[config.mk]
export PLATFORM = sky130hd
export DESIGN_NAME = frequency_generator
export DESIGN_NICKNAME = d
export VERILOG_FILES = /design/src/rtl/freq_gen_pkg.sv /design/src/rtl/tuning_word_divider.sv /design/src/rtl/frequency_generator.sv
export SDC_FILE = /design/constraint.sdc
export NUM_CORES = 1
export LEC_CHECK = 0
export ABC_AREA = 1
export CAP_MARGIN = 10
export CORE_AREA = 8 8 121 123
export CTS_BUF_LIST = sky130_fd_sc_hd__clkbuf_2 sky130_fd_sc_hd__clkbuf_4 sky130_fd_sc_hd__clkbuf_8
export DETAILED_ROUTE_END_ITERATION = 10
export DIE_AREA = 0 0 129 131
export GPL_TIMING_DRIVEN = 0
export PLACE_DENSITY = 0.87
export SLEW_MARGIN = 20
export SYNTH_ARGS = -nofsm -noshare
export SYNTH_HDL_FRONTEND = slang
export SYNTH_SLANG_ARGS = --single-unit
[constraint.sdc]
create_clock -name Clk -period 5.5 [get_ports Clk]
set_input_delay 0.55 -clock Clk [delete_from_list [all_inputs] [get_ports Clk]]
set_output_delay 0.55 -clock Clk [all_outputs]
set_load 0.02 [all_outputs]
[src/rtl/freq_gen_pkg.sv]
// -----------------------------------------------------------------------------
// freq_gen_pkg
// Shared definitions for the frequency generator:
//   state_t  - control FSM states (IDLE, CALC, LOAD)
//   half_of  - integer halving, used to derive the highest legal request
//              (CLK_FREQ_HZ/2) as an elaboration-time constant
// -----------------------------------------------------------------------------
package freq_gen_pkg;

    typedef enum logic [1:0] {
        IDLE = 2'd0,
        CALC = 2'd1,
        LOAD = 2'd2
    } state_t;

    function automatic logic [31:0] half_of(input logic [31:0] value);
        return value >> 1;
    endfunction

endpackage

[src/rtl/tuning_word_divider.sv]
// -----------------------------------------------------------------------------
// tuning_word_divider
// Sequential restoring divider computing
//   quotient = floor(dividend * 2^WIDTH / DIVISOR)
// one quotient bit per cycle, MSB first, WIDTH iterations per request.
// Ports:
//   Clk      in   system clock
//   Rst      in   synchronous active-high reset
//   start    in   load dividend and begin a division
//   dividend in   32-bit dividend (requested frequency in Hz)
//   busy     out  division in progress
//   done     out  high during the final iteration; quotient is complete
//                 after the clock edge that ends this cycle
//   quotient out  WIDTH-bit result
// -----------------------------------------------------------------------------
module tuning_word_divider #(
    parameter int unsigned DIVISOR = 100_000_000,
    parameter int unsigned WIDTH   = 32
) (
    input  logic             Clk,
    input  logic             Rst,
    input  logic             start,
    input  logic [31:0]      dividend,
    output logic             busy,
    output logic             done,
    output logic [WIDTH-1:0] quotient
);

    // Remainder is at least WIDTH+1 bits; it also has to hold 2*(DIVISOR-1),
    // which needs 33 bits when the divisor uses all 32 bits.
    localparam int unsigned RW = ((WIDTH + 1) > 33) ? (WIDTH + 1) : 33;
    localparam int unsigned CW = $clog2(WIDTH + 1);

    logic [RW-1:0]    r_rem;
    logic [CW-1:0]    r_count;
    logic             r_busy;
    logic [WIDTH-1:0] r_quot;

    logic [RW-1:0]    w_divisor;
    logic [RW-1:0]    w_shifted;
    logic             w_bit;
    logic             w_last;

    assign w_divisor = RW'(DIVISOR);
    assign w_shifted = {r_rem[RW-2:0], 1'b0};
    assign w_bit     = (w_shifted >= w_divisor);
    assign w_last    = r_busy && (r_count == CW'(WIDTH - 1));

    always_ff @(posedge Clk) begin
        if (Rst) begin
            r_rem   <= '0;
            r_count <= '0;
            r_busy  <= 1'b0;
            r_quot  <= '0;
        end else if (start) begin
            r_rem   <= RW'(dividend);
            r_count <= '0;
            r_busy  <= 1'b1;
            r_quot  <= '0;
        end else if (r_busy) begin
            r_rem   <= w_bit ? (w_shifted - w_divisor) : w_shifted;
            r_quot  <= {r_quot[WIDTH-2:0], w_bit};
            r_count <= r_count + 1'b1;
            if (w_last) begin
                r_busy <= 1'b0;
            end
        end
    end

    assign busy     = r_busy;
    assign done     = w_last;
    assign quotient = r_quot;

endmodule

[src/rtl/frequency_generator.sv]
// -----------------------------------------------------------------------------
// frequency_generator
// Programmable square-wave source. A requested frequency (Hz) is accepted over
// a valid/ready handshake, range-checked against CLK_FREQ_HZ/2, converted into
// a phase-accumulator tuning word by a sequential divider, and used to drive a
// registered 50 %-duty square wave on Fxout.
// Ports:
//   Clk          in   system clock (only clock)
//   Rst          in   synchronous active-high reset
//   Enable       in   1 = accumulator runs, 0 = accumulator/Fxout held at 0
//   Freq_Set     in   requested frequency in Hz
//   Set_Valid    in   Freq_Set is valid
//   Set_Ready    out  request can be accepted (IDLE only)
//   Set_Err      out  one-cycle pulse after an out-of-range request
//   Tuning_Word  out  active tuning word
//   Fxout        out  generated square wave
// -----------------------------------------------------------------------------
module frequency_generator
    import freq_gen_pkg::*;
#(
    parameter int unsigned CLK_FREQ_HZ = 100_000_000,
    parameter int unsigned ACC_WIDTH   = 32
) (
    input  logic                 Clk,
    input  logic                 Rst,
    input  logic                 Enable,
    input  logic [31:0]          Freq_Set,
    input  logic                 Set_Valid,
    output logic                 Set_Ready,
    output logic                 Set_Err,
    output logic [ACC_WIDTH-1:0] Tuning_Word,
    output logic                 Fxout
);

    localparam logic [31:0] MAX_FREQ = half_of(32'(CLK_FREQ_HZ));

    state_t                 r_state;
    state_t                 w_next_state;

    logic                   r_set_err;
    logic [ACC_WIDTH-1:0]   r_tuning_word;
    logic [ACC_WIDTH-1:0]   r_acc;
    logic                   r_fxout;

    logic                   w_ready;
    logic                   w_handshake;
    logic                   w_in_range;
    logic                   w_accept;
    logic                   w_div_busy;
    logic                   w_div_done;
    logic [ACC_WIDTH-1:0]   w_quotient;

    // The divider is always idle by the time the FSM is back in IDLE; the
    // busy term only guards against accepting a request over a running division.
    assign w_ready     = (r_state == IDLE) && !w_div_busy;
    assign w_handshake = Set_Valid && w_ready;
    assign w_in_range  = (Freq_Set <= MAX_FREQ);
    assign w_accept    = w_handshake && w_in_range;

    tuning_word_divider #(
        .DIVISOR (CLK_FREQ_HZ),
        .WIDTH   (ACC_WIDTH)
    ) u_divider (
        .Clk      (Clk),
        .Rst      (Rst),
        .start    (w_accept),
        .dividend (Freq_Set),
        .busy     (w_div_busy),
        .done     (w_div_done),
        .quotient (w_quotient)
    );

    always_ff @(posedge Clk) begin
        if (Rst) begin
            r_state <= IDLE;
        end else begin
            r_state <= w_next_state;
        end
    end

    always_comb begin
        w_next_state = r_state;
        unique case (r_state)
            IDLE:    if (w_accept)   w_next_state = CALC;
            CALC:    if (w_div_done) w_next_state = LOAD;
            LOAD:                    w_next_state = IDLE;
            default:                 w_next_state = IDLE;
        endcase
    end

    always_ff @(posedge Clk) begin
        if (Rst) begin
            r_set_err     <= 1'b0;
            r_tuning_word <= '0;
        end else begin
            r_set_err <= w_handshake && !w_in_range;
            if (r_state == LOAD) begin
                r_tuning_word <= w_quotient;
            end
        end
    end

    // Fxout takes the MSB before the add, so it lags the accumulator by a
    // cycle. A new tuning word does not clear the phase.
    always_ff @(posedge Clk) begin
        if (Rst || !Enable || (r_tuning_word == '0)) begin
            r_acc   <= '0;
            r_fxout <= 1'b0;
        end else begin
            r_fxout <= r_acc[ACC_WIDTH-1];
            r_acc   <= r_acc + r_tuning_word;
        end
    end

    assign Set_Ready   = w_ready;
    assign Set_Err     = r_set_err;
    assign Tuning_Word = r_tuning_word;
    assign Fxout       = r_fxout;

endmodule

==> out/metrics.cfg <==
[timing]
drv_slew = 0
relSlewSlack_pct = 49.5
tns_ns = 0
clock_skew_ns = 0.0158
hold_viol = 0
tightest_slew_ns = 0.757
setup_viol = 0
fmax_mhz = 398
rsz0062_at_grt = false
fin_crit_sh_pct = 45.7
min_period_ns = 2.51
finalWorstSetupSlack_ns = 2.99

[logic_synthesis]
synth_cell_type_count = 41
syn_avg_cell_area_sq_um = 6.54
async_flop_share_pct = 0
synth_area_leaders = dfxtp_1 34%, nand2_1 13%, nand3_1 8.0%
synth_top_area_share_pct = 34.4
ys_warn_count = 0
syn_inst = 1237
synth_edf_count = 0
synth-seq-cells = 139
synthFlopType = dfxtp_1
synth_largest_area_cell = dfxtp_1
synth-seq-area-share_pct = 34.4
synth_nets = 1307
syn_area_sq_mm = 0.00809

[drt]
drc_errors = 0
firstDrtPassIters = 5
drtIter0Drc = 743
ant_nets = 0
wl_per_cell_um = 15.5
routed_wl_um = 23400
vias_per_cell = 5.60
vias = 8489

[critical_path]
worstSetupPathType = input pin to flop
crit_top_cell = nand2_1
reg2reg_setup_slack_ns = 3.14
critPathBufInv = 3
critical_path_peak_fanout = 10
critical_path.endpoint_type = flop
crit_arrival_ns = 2.92
crit_required_ns = 5.90
slowest_stage = clkdlybuf4s50_1
cpPeakStageDelay_ns = 0.47
crit_chain = clkdlybuf4s50_1 -> nor2_1 -> nand2_1 -> nor3_1 -> nand3_2 -> a21oi_4 -> buf_4 -> nand2_1 -> nand3_1 -> nand2_1 -> inv_1
critical_path.top_delay_family = simple AND/OR/NAND/NOR gates
start_kind = input pin

[placement]
pre_cts_slack_ns = 2.62
place_inst = 1483
dpl.hpwl_um = 17300
dpl_cell_area_sq_mm = 0.00901
gp_congestion = 1.01
io_buffer_count = 70

[clock_network]
cts_setup_buffers = 0
hold_buffers = 0
cts_tree = yes
path_clk_slew_ns = 0.09
clock_latency_ns = 0.46
cts_htree_levels = 4
clock_sinks = 139
numCtsBuffers = 17
clk_path_buf_depth = 2
cts_resized = 0
cts_root_buffer = clkbuf_8

[worst_hold_path]
hold_path.class = flop to flop

[final_layout]
final_common_cell = nand2_1
instances_no_fill = 1515
mostFrequentLayoutCells = 289 x nand2_1, 171 x nor2_1, 139 x dfxtp_1
fin_area_sq_mm = 0.00942
fill_cells = 1088
n_antenna_cell = 0
layout-drive-gt1-share_pct = 5.38
area_growth_pct = 16.4
seq_area_sq_mm = 0.00278
nets = 1396
multi_input_area_sq_mm = 0.00453

[global_routing]
grt_pass1_wl_um = 38500
grt_pass1_vias = 8007
antenna_found_initial = 0
grt_usage_pct = 28.3
grt_max_degree = 17
grt.overflow.total = 0

[floorplan]
die_h_um = 131
core_sq_mm = 0.0129
start_util_pct = 62.8
die_x_um = 129
boundaryPins = 71
rows = 42
fp.dieArea_sq_mm = 0.0169

[job]
drv_cap = 0

[power]
peakVddDrop_mv = 0.135
p_leak_nw = 4.01
p_per_area_mw_per_mm2 = 207
p_total_mw = 1.95

[run_status]
status = completed

[metal layers]
metal  GRT usage (%)  vias up  share of wire (%)
met5               0        -                  0
met3            5.07       58                5.7
met1            31.8     3876                 41
met4            13.5        0                2.8
li1                -     4242                  -
met2            51.0      313                 50
[sequential cells by signal, indices dropped and copies added (netlist names)]
signal,count
Fxout,1
u_divider.busy,1
r_state,2
u_divider.r_rem,32
r_acc,32
u_divider.quotient,32
Set_Err,1
u_divider.r_count,6
Tuning_Word,32
[worst register-to-register path, cell delays in order, from the launching register on]
cell,delay (ns)
dfxtp_1,0.42
ha_1,0.23
fa_1,0.20
nand2_1,0.08
o21ai_0,0.45
nand2_1,0.12
nand2_1,0.17
a21oi_1,0.12
o21ai_0,0.27
nand2_1,0.08
nand2_1,0.07
nor2_1,0.05
[final timing paths]
| check | startpoint | to | cells after the start |
|---|---|---|---|
| worst max-delay path | Freq_Set[8] | u_divider.r_rem[25]$_SDFFE_PP0P_ | 11 |
| worst max register to register | Tuning_Word[0]$_SDFFE_PP0N_ | r_acc[18]$_SDFF_PP0_ | 11 |
| worst min register to register | r_state[1]$_SDFFE_PP0P_ | r_state[1]$_SDFFE_PP0P_ | 1 |
| worst min-delay path | r_state[1]$_SDFFE_PP0P_ | r_state[1]$_SDFFE_PP0P_ | 1 |
[per-stage QoR]
step	util, %	hold slack [ns]
CTS	73.1	0.466
floorplan	-	0.422
finish	73.1	0.474
detailed placement	70.0	0.451
global placement	70.0	0.456
global route	73.1	0.498
[power breakdown]
part | leakage, nW | total [mW] | switching, mW | internal, mW
clock network | 0.195 | 0.868 | 0.479 | 0.389
registers | 1.12 | 1.01 | 0.00161 | 1.01
logic | 2.69 | 0.0719 | 0.0381 | 0.0339
[synthesized netlist by cell type, types with 2 or more instances]
master	instances
nand2_1	289
nor2_1	171
dfxtp_1	139
inv_1	138
nand3_1	129
a21oi_1	108
o21ai_0	58
ha_1	33
clkbuf_1	21
nand4_1	20
a211oi_1	17
nor3_1	15
nor4_1	13
xor2_1	13
buf_2	10
buf_6	7
buf_1	5
o21a_1	5
a211oi_2	4
nand2_4	4
a21o_1	3
clkinv_1	3
inv_2	3
nand3b_1	3
o21bai_1	3
xnor2_1	3
nand2_2	2
nand3_2	2
nor2_2	2
nor2_4	2
o21ai_1	2
[area by class of cell]
cell class / instances / area share (%)
tap: 176 / 2.34
timing repair buffer: 70 / 7.44
inverter: 144 / 5.74
sequential: 139 / 29.6
clock inverter: 14 / 1.65
multi-input combinational: 910 / 48.2
buffer: 44 / 2.49
clock buffer: 18 / 2.63
[kinds of logic after synthesis]
logic type,count (synthesis),share of synthesized area [%]
compound gates,204,14.1
xor+xnor,16,1.73
fa+ha+maj,34,5.35
buf+inv,188,9.57
flops,139,34.4
simple gates,656,34.9
Note: power is estimated with default switching activity, not from simulation.
